### src/rtl/rgb_link_pkg.sv
// Shared constants, types and helpers for the RGB display-link receiver.
// Frame layout: elevator floor nibbles sit at fixed bit offsets in a 24-bit word.
package rgb_link_pkg;

   localparam int FRAME_BITS = 24;
   localparam int E1_LSB     = 20;
   localparam int E2_LSB     = 8;

   typedef logic [3:0] floor_t;

   typedef enum logic {
      WAIT_SYNC = 1'b0,
      RUN       = 1'b1
   } rx_state_t;

   // 0000 is rejected: an elevator must always be on exactly one floor.
   function automatic logic is_onehot4(input floor_t f);
      return (f != 4'd0) && ((f & (f - 4'd1)) == 4'd0);
   endfunction

endpackage

### src/rtl/sync_edge.sv
// Multi-flop synchroniser for asynchronous link pins, with an optional rise pulse
// produced by comparing the synchronised level against one history flop.
module sync_edge #(
   parameter int STAGES   = 2,
   parameter int WIDTH    = 1,
   parameter bit HAS_RISE = 1'b1
) (
   input  logic             clk,
   input  logic             reset,
   input  logic [WIDTH-1:0] din,
   output logic [WIDTH-1:0] level,
   output logic [WIDTH-1:0] rise
);

   logic [STAGES-1:0][WIDTH-1:0] chain;

   always_ff @(posedge clk or posedge reset) begin
      if (reset) begin
         chain <= '0;
      end else begin
         chain <= {chain[STAGES-2:0], din};
      end
   end

   assign level = chain[STAGES-1];

   generate
      if (HAS_RISE) begin : g_rise
         logic [WIDTH-1:0] hist;
         always_ff @(posedge clk or posedge reset) begin
            if (reset) begin
               hist <= '0;
            end else begin
               hist <= level;
            end
         end
         assign rise = level & ~hist;
      end else begin : g_no_rise
         assign rise = '0;
      end
   endgenerate

endmodule

### src/rtl/rgb_frame_receiver.sv
// Rebuilds 24-bit frames from the 74HC595-style serial link and decodes the two
// elevator floor nibbles; flags malformed frames and wrong shift counts.
module rgb_frame_receiver
   import rgb_link_pkg::*;
#(
   parameter int SYNC_STAGES = 2
) (
   input  logic                  clk,
   input  logic                  reset,
   input  logic                  SH_CP,
   input  logic                  ST_CP,
   input  logic                  MR,
   input  logic                  OE,
   input  logic                  data,
   output logic [FRAME_BITS-1:0] frame,
   output floor_t                elevator1,
   output floor_t                elevator2,
   output logic                  frame_valid,
   output logic                  decode_err,
   output logic                  len_err,
   output logic                  display_on,
   output logic                  synced,
   output rx_state_t             rx_state
);

   logic                  sh_rise, st_rise;
   logic                  data_s, mr_s, oe_s;
   logic                  unused_sh_level, unused_st_level;
   logic [2:0]            unused_rise;
   logic [FRAME_BITS-1:0] sreg;
   logic [4:0]            bit_cnt;
   rx_state_t             state, next_state;
   logic                  latch_run;

   sync_edge #(.STAGES(SYNC_STAGES), .WIDTH(1), .HAS_RISE(1'b1)) u_sh (
      .clk(clk), .reset(reset), .din(SH_CP), .level(unused_sh_level), .rise(sh_rise)
   );

   sync_edge #(.STAGES(SYNC_STAGES), .WIDTH(1), .HAS_RISE(1'b1)) u_st (
      .clk(clk), .reset(reset), .din(ST_CP), .level(unused_st_level), .rise(st_rise)
   );

   // data shares the SH_CP depth so the bit is sampled on the aligned edge.
   sync_edge #(.STAGES(SYNC_STAGES), .WIDTH(3), .HAS_RISE(1'b0)) u_lvl (
      .clk(clk), .reset(reset), .din({data, MR, OE}),
      .level({data_s, mr_s, oe_s}), .rise(unused_rise)
   );

   always_ff @(posedge clk or posedge reset) begin
      if (reset) begin
         state <= WAIT_SYNC;
      end else begin
         state <= next_state;
      end
   end

   always_comb begin
      next_state = state;
      latch_run  = 1'b0;
      case (state)
         WAIT_SYNC: if (st_rise) next_state = RUN;
         RUN:       latch_run = st_rise;
      endcase
   end

   assign rx_state = state;
   assign synced   = (state == RUN);

   // A latch coinciding with a shift restarts the count at 1 for that shift.
   always_ff @(posedge clk or posedge reset) begin
      if (reset) begin
         sreg    <= '0;
         bit_cnt <= '0;
      end else if (!mr_s) begin
         sreg    <= '0;
         bit_cnt <= '0;
      end else begin
         if (sh_rise) begin
            sreg <= {data_s, sreg[FRAME_BITS-1:1]};
         end
         if (st_rise) begin
            bit_cnt <= sh_rise ? 5'd1 : 5'd0;
         end else if (sh_rise && (bit_cnt != 5'd31)) begin
            bit_cnt <= bit_cnt + 5'd1;
         end
      end
   end

   always_ff @(posedge clk or posedge reset) begin
      if (reset) begin
         frame       <= '0;
         elevator1   <= '0;
         elevator2   <= '0;
         frame_valid <= 1'b0;
         decode_err  <= 1'b0;
         len_err     <= 1'b0;
         display_on  <= 1'b0;
      end else begin
         frame_valid <= 1'b0;
         display_on  <= ~oe_s;
         if (latch_run) begin
            frame       <= sreg;
            elevator1   <= sreg[E1_LSB +: 4];
            elevator2   <= sreg[E2_LSB +: 4];
            decode_err  <= !is_onehot4(sreg[E1_LSB +: 4]) || !is_onehot4(sreg[E2_LSB +: 4]);
            len_err     <= (bit_cnt != 5'(FRAME_BITS));
            frame_valid <= 1'b1;
         end
      end
   end

endmodule

### config.mk
export PLATFORM = sky130hd
export DESIGN_NAME = rgb_frame_receiver
export DESIGN_NICKNAME = d
export VERILOG_FILES = /design/src/rtl/rgb_link_pkg.sv /design/src/rtl/sync_edge.sv /design/src/rtl/rgb_frame_receiver.sv
export SDC_FILE = /design/constraint.sdc
export NUM_CORES = 1
export LEC_CHECK = 0
export ABC_CLOCK_PERIOD_IN_PS = 2140
export BUFFER_PORTS_ARGS = -buffer_cell sky130_fd_sc_hd__buf_4
export CAP_MARGIN = 20
export CORE_MARGIN = 5
export CORE_UTILIZATION = 35
export DETAILED_ROUTE_END_ITERATION = 8
export PLACE_DENSITY = 0.61
export SKIP_CTS_REPAIR_TIMING = 1
export SYNTH_ARGS = -nofsm -noshare
export SYNTH_HDL_FRONTEND = slang
export SYNTH_HIERARCHICAL = 1
export SYNTH_SLANG_ARGS = --single-unit
export TNS_END_PERCENT = 10
### constraint.sdc
create_clock -name clk -period 2.14 [get_ports clk]
set_input_delay 0 -clock clk [delete_from_list [all_inputs] [get_ports clk]]
set_output_delay 0 -clock clk [all_outputs]
set_load 0.02 [all_outputs]
==> summary.md, run 1 <==
| Metric | Value |
|---|---|
| Status | `completed` |
| Setup violations, final | `0` |
| Boundary Pins | `between 40 and 50` |
| Crit-path slowest cell | `dfrtp_1` |
| Ant. Diodes | `0` |
| Critical path capture point | `bit_cnt[3]$_DFFE_PP0P_` |
| Worst path max stage delay | `between 0.4 and 0.5 ns` |
| Fill count | `792` |
| Worst Path Buf+Inv | `0` |
| Die height | `roughly 100 µm` |
| Total power | `around 2.7 mW` |
| CTS buffer count | `9` |
| Hold slack | `around 0.1 ns` |
| Setup WS post-layout | `0.353 ns` |
| Row cnt | `33` |
| GRT Total Usage | `around 11%` |
| Pre-Repair DR Iteration Count | `4` |
| Core area | `between 8000 and 9000 µm²` |
| Die area | `slightly above 10,000 µm²` |
| Syn nets | `about 220` |
| YS warnings | `6` |
| Met3 WL | `between 200 and 300 µm` |
| Family with the most delay on the worst path | `simple AND/OR/NAND/NOR gates` |
| R2R cell count | `6` |
| CTS H-Tree Depth | `3` |
| Avg Cell Area, Syn | `between 10 and 15 µm²` |
| WL final | `a little under 5 mm` |
| Final Hold Violating Endpoints | `0` |
| DP Wirelength | `approximately 3.4 mm` |
| Gpl congestion | `approximately 0.7` |
| Max-cap violation count | `0` |
| Overall die width | `100 µm` |
| Register area | `around 1800 µm²` |
| Largest net degree at the start of global routing | `23` |
| Reg2reg end | `bit_cnt[3]$_DFFE_PP0P_` |
| CP arrival | `around 2.1 ns` |
| CP Capture Type | `flop` |
| Clock Skews | `between 0.006 and 0.007 ns` |
| Final min period | `1.79 ns` |
| CTS tree | `yes` |
| Layout area overhead | `23.4%` |
| Crit Path Category | `flop to flop` |
| Cell Area, Synth | `between 2000 and 3000 µm²` |
| First-pass GRT wire length | `slightly below 9 mm` |
| WL/cell | `around 14 µm` |
| Worst-margin pin slew | `a little over 0.5 ns` |
| Worst R2R Setup Slack | `between 0.3 and 0.4 ns` |
| Fmax | `around 560 MHz` |
| LEAKAGE | `roughly 1.7 nW` |
| DR iter-0 viols | `54` |
| Slew HR | `between 60% and 70%` |
| Crit-path max FO | `5` |
| Peak supply drop | `~0.00037 V` |
| Critical Path Stages | `6` |
| Syn Inst Count | `207` |
| FF-to-FF Start | `bit_cnt[0]$_DFFE_PP0P_` |
| Worst min-delay path category | `input pin to asynchronous set/reset pin` |
| Cell Pwr Density | `between 700 and 800 nW/µm²` |
| Met2 WL post-DR | `about 2.2 mm` |
| Clock Path Buffers | `2` |
| Setup tns final | `0 ns` |
| Clock sink count | `70` |
| Via count | `1,644` |
| CP Data Required Time | `about 2.4 ns` |
| Period Utilization, post-route | `around 84%` |
| Top layer in use | `met4` |
| Fin util | `a little over two fifths` |
| Share of cells above drive strength 1 | `between 30% and 40%` |
| Critical Path, Cell by Cell | `ha_1, and3_1, ha_1, nand2b_4, or3_1, a21oi_1` |
| Clk_lat worst skew | `0.34 ns` |
| Clock root cell | `clkbuf_8` |
| Final Max Slew Viols | `0` |
| Vias per Instance | `around 4.5` |
| Critical path origin | `bit_cnt[0]$_DFFE_PP0P_` |
| Post-route ant nets | `0` |
| Area of the multi-input gates | `~940 µm²` |
| Post-place setup slack | `~0.37 ns` |
| Initial antenna violation count | `0` |
| Number of global-route vias before repair | `about 1,700` |
| DRT met1 WL | `~2.4 mm` |
| Critical Path Source Type | `flop` |
| PortBufs | `44` |
| RSZ-0062 raised after global routing | `no` |
| Nets | `between 200 and 300` |
| Worst-path clk slew | `~0.070 ns` |
| Top cell by count, worst path | `ha_1` |
| Remaining DRCs | `0` |
| Initial Util | `a little over a third` |
| Gr ovfl total | `0` |
layout make-up:
type / count / share of cell area (%)
Inverter: 8 / 0.852
Sequential cell: 70 / 49.7
Clock buffer: 11 / 4.29
Tap cell: 105 / 3.73
Timing Repair Buffer: 56 / 12.3
Clock inverter: 5 / 2.31
Multi-Input combinational cell: 110 / 26.8
state kept, by name, indices dropped and copies added, names as in the netlist, 3 cells and up:
signal       flops
u_lvl/chain      3
sreg            24
bit_cnt          5
u_lvl/level      3
frame           24
where the power goes:
group | leakage [nW] | total (mW) | switching (mW) | internal [mW]
sequential | 0.932 | 1.36 | 0.0160 | 1.34
clock | 0.116 | 1.22 | 0.497 | 0.720
combinational | 0.677 | 0.147 | 0.0810 | 0.0658
total | 1.72 | 2.72 | 0.594 | 2.13
through the flow:
stage	instances	instance area, µm²
floorplan	207	2860
CTS	359	3470
global placement	343	3230
global route	365	3530
detailed placement	343	3230
finish	365	3530
metal layers:
layer,vias to the layer above,global-route usage [%]
met3,8,3.82
met4,0,5.91
met1,823,15.7
met2,35,15.5
met5,-,0
li1,778,-
worst reg2reg max path, stage by stage (launching register included):
cell and delay, ns:
dfrtp_1 0.42, ha_1 0.23, and3_1 0.19, ha_1 0.21, nand2b_4 0.17, or3_1 0.36, a21oi_1 0.14
cells in the final DEF, fill, tap and decap left out, types with 3 or more instances in the layout:
master          n
buf_4          50
clkbuf_8       11
dfrtp_1        70
dlygate4sd3_1   6
ha_1            3
inv_1           7
mux2_2         24
mux2i_1        26
nor2_1          7
nor2b_1        24
o21ai_0         3
worst min-delay path by stage:
stage                     start  slack (ns)                         end
after floorplan           reset       -0.25     u_sh/chain[0]$_DFF_PP0_
after global placement    reset        -0.1     u_st/chain[0]$_DFF_PP0_
after detailed placement  reset       -0.09  u_st/g_rise.hist$_DFF_PP0_
after CTS                 reset       -0.47     u_sh/chain[0]$_DFF_PP0_
after global routing      reset         0.1     u_sh/chain[0]$_DFF_PP0_
final                     reset         0.1        u_sh/level$_DFF_PP0_
Power figures use the tool's default switching activity.
==> inputs of run 2 (changes only) <==
ABC_CLOCK_PERIOD_IN_PS = 1600   (was 2140)
PLACE_DENSITY = 0.63   (was 0.61)
clock period = 1.6 ns   (was 2.14 ns; I/O delays follow)
==> summary.md, run 2 (synthesis results as in run 1) <==
| Metric | Value |
|---|---|
| Worst path max stage delay | `0.39 ns` |
| Clk_lat worst skew | `~0.34 ns` |
| Peak supply drop | `around 0.00054 V` |
| Cell Pwr Density | `roughly 900 nW/µm²` |
| Largest net degree at the start of global routing | `25` |
| Share of cells above drive strength 1 | `~39%` |
| Cell area after layout | `approximately 3500 µm²` |
| Worst Path Buf+Inv | `0` |
| Final min period | `1.57 ns` |
| Switching power total | `0.756 mW` |
| Clock root cell | `clkbuf_8` |
| Post-route ant nets | `0` |
| Max-cap violation count | `0` |
| Layout area overhead | `23.8%` |
| Initial Util | `about a third` |
| Crit-path slowest cell | `dfrtp_1` |
| Slew HR | `just under 70%` |
| Family with the most delay on the worst path | `simple AND/OR/NAND/NOR gates` |
| Pint | `2.44 mW` |
| CTS tree | `yes` |
| PortBufs | `between 40 and 50` |
| Core area | `between 8000 and 9000 µm²` |
| Nets | `between 200 and 300` |
| Via count | `about 1,700` |
| Crit-path max FO | `3` |
| Critical Path Stages | `6` |
| Top Registers | `frame: 24 flops, sreg: 24 flops, bit_cnt: 5 flops` |
| # placed instances | `between 300 and 400` |
| Sequential Power Share | `a little under three fifths` |
| CTS buffer count | `9` |
| DP Wirelength | `around 3.4 mm` |
| CP Capture Type | `flop` |
| CTS H-Tree Depth | `3` |
| Net switching fraction of the power | `about a quarter` |
| Setup violations, final | `0` |
| Crit Path Category | `flop to flop` |
| Fin util | `between 40% and 50%` |
| Final Hold Violating Endpoints | `0` |
| Boundary Pins | `45` |
| Worst-margin pin slew | `~0.5 ns` |
| CP arrival | `approximately 1.8 ns` |
| Status | `completed` |
| Placed Area | `3290 µm²` |
| Fmax | `approximately 640 MHz` |
| Initial antenna violation count | `0` |
| Period Utilization, post-route | `between 90% and 100%` |
| Most frequent cells in the layout | `dfrtp_1, buf_4, mux2i_1, mux2_2, nor2b_1` |
| RSZ-0062 raised after global routing | `yes` |
| WL/cell | `between 10 and 15 µm` |
| Final Max Slew Viols | `0` |
| Vias per Instance | `around 4.5` |
| Critical Path, Cell by Cell | `ha_2, and3_4, ha_4, nand2b_4, or3_4, a21oi_2` |
| Gr ovfl total | `0` |
| Worst-path clk slew | `approximately 0.070 ns` |
| CP Data Required Time | `approximately 1.9 ns` |
| Clock Path Buffers | `2` |
| Final Non-Filler Cells | `367` |
| R2R cell count | `6` |
| Worst min-delay path category | `input pin to asynchronous set/reset pin` |
| Remaining DRCs | `0` |
| Combinational power share | `between 6 and 7%` |
| GRT Total Usage | `10.9%` |
| Pre-Repair DR Iteration Count | `4` |
| Clock power share | `36.5%` |
| Die area | `around 10,000 µm²` |
| Critical Path Source Type | `flop` |
| WL final | `roughly 5.0 mm` |
| Clock sink count | `70` |
| Commonest non-fill, non-tap cell in the layout | `dfrtp_1` |
| Ant. Diodes | `0` |
| LEAKAGE | `1.71 nW` |
| Gpl congestion | `a little over 0.7` |
| Number of global-route vias before repair | `1,766` |
| First-pass GRT wire length | `between 8 and 9 mm` |
| Clock Skews | `0.00833 ns` |
| Die height | `100 µm` |
| Row cnt | `33` |
| Overall die width | `around 100 µm` |
| DR iter-0 viols | `49` |
[run 2: worst paths after layout]
path / from / end / slack [ns]
min: reset / u_st/chain[0]$_DFF_PP0_ / 0.1
max in group asynchronous: reset / frame[10]$_DFFE_PP0P_ / 0.75
min reg2reg: u_sh/chain[0]$_DFF_PP0_ / u_sh/level$_DFF_PP0_ / 0.35
max reg2reg: bit_cnt[0]$_DFFE_PP0P_ / bit_cnt[3]$_DFFE_PP0P_ / 0.03
min in group clk: SH_CP / u_sh/chain[0]$_DFF_PP0_ / 0.31
max: bit_cnt[0]$_DFFE_PP0P_ / bit_cnt[3]$_DFFE_PP0P_ / 0.03
[run 2: per-stage QoR]
step           TNS, ns  hold WS, ns  setup slack (ns)  power [mW]
3_5_place_dp   -0.0222      -0.0935           -0.0222        2.06
4_1_cts        -0.0355       -0.467           -0.0355        3.23
6_report             0       0.0988            0.0252        3.20
2_1_floorplan        0       -0.246            0.0163        1.98
3_3_place_gp         0      -0.0963            0.0448        2.05
5_1_grt        -0.0211       0.0961           -0.0211        3.34
[run 2: cell type report]
class	instances	area, µm²
well taps	105	131
fillers	782	4560
clock buffers	10	128
inverters	8	30.0
multi-input cells	110	973
clock inverters	5	27.5
flip-flops and latches	70	1750
repair buffers	59	495
[run 2: per-layer routing]
| layer | track usage, % | part of all wire [%] |
|---|---|---|
| met5 | 0 | 0 |
| met1 | 14.2 | 47 |
| met2 | 16.1 | 46 |
| met4 | 5.28 | 1.1 |
| met3 | 3.89 | 6.0 |
[run 2: power by group through the flow]
stage | clock network [mW] | registers [mW] | logic, mW
6_report | 1.17 | 1.81 | 0.214
5_1_grt | 1.29 | 1.82 | 0.237
4_1_cts | 1.21 | 1.81 | 0.208
3_5_place_dp | 0 | 1.85 | 0.208
3_3_place_gp | 0 | 1.85 | 0.206
2_1_floorplan | 0 | 1.85 | 0.129
[run 2: worst min-delay path, cell delays in order]
cell           delay (ns)
dlygate4sd3_1        0.53
buf_4                0.15
inv_1                0.10
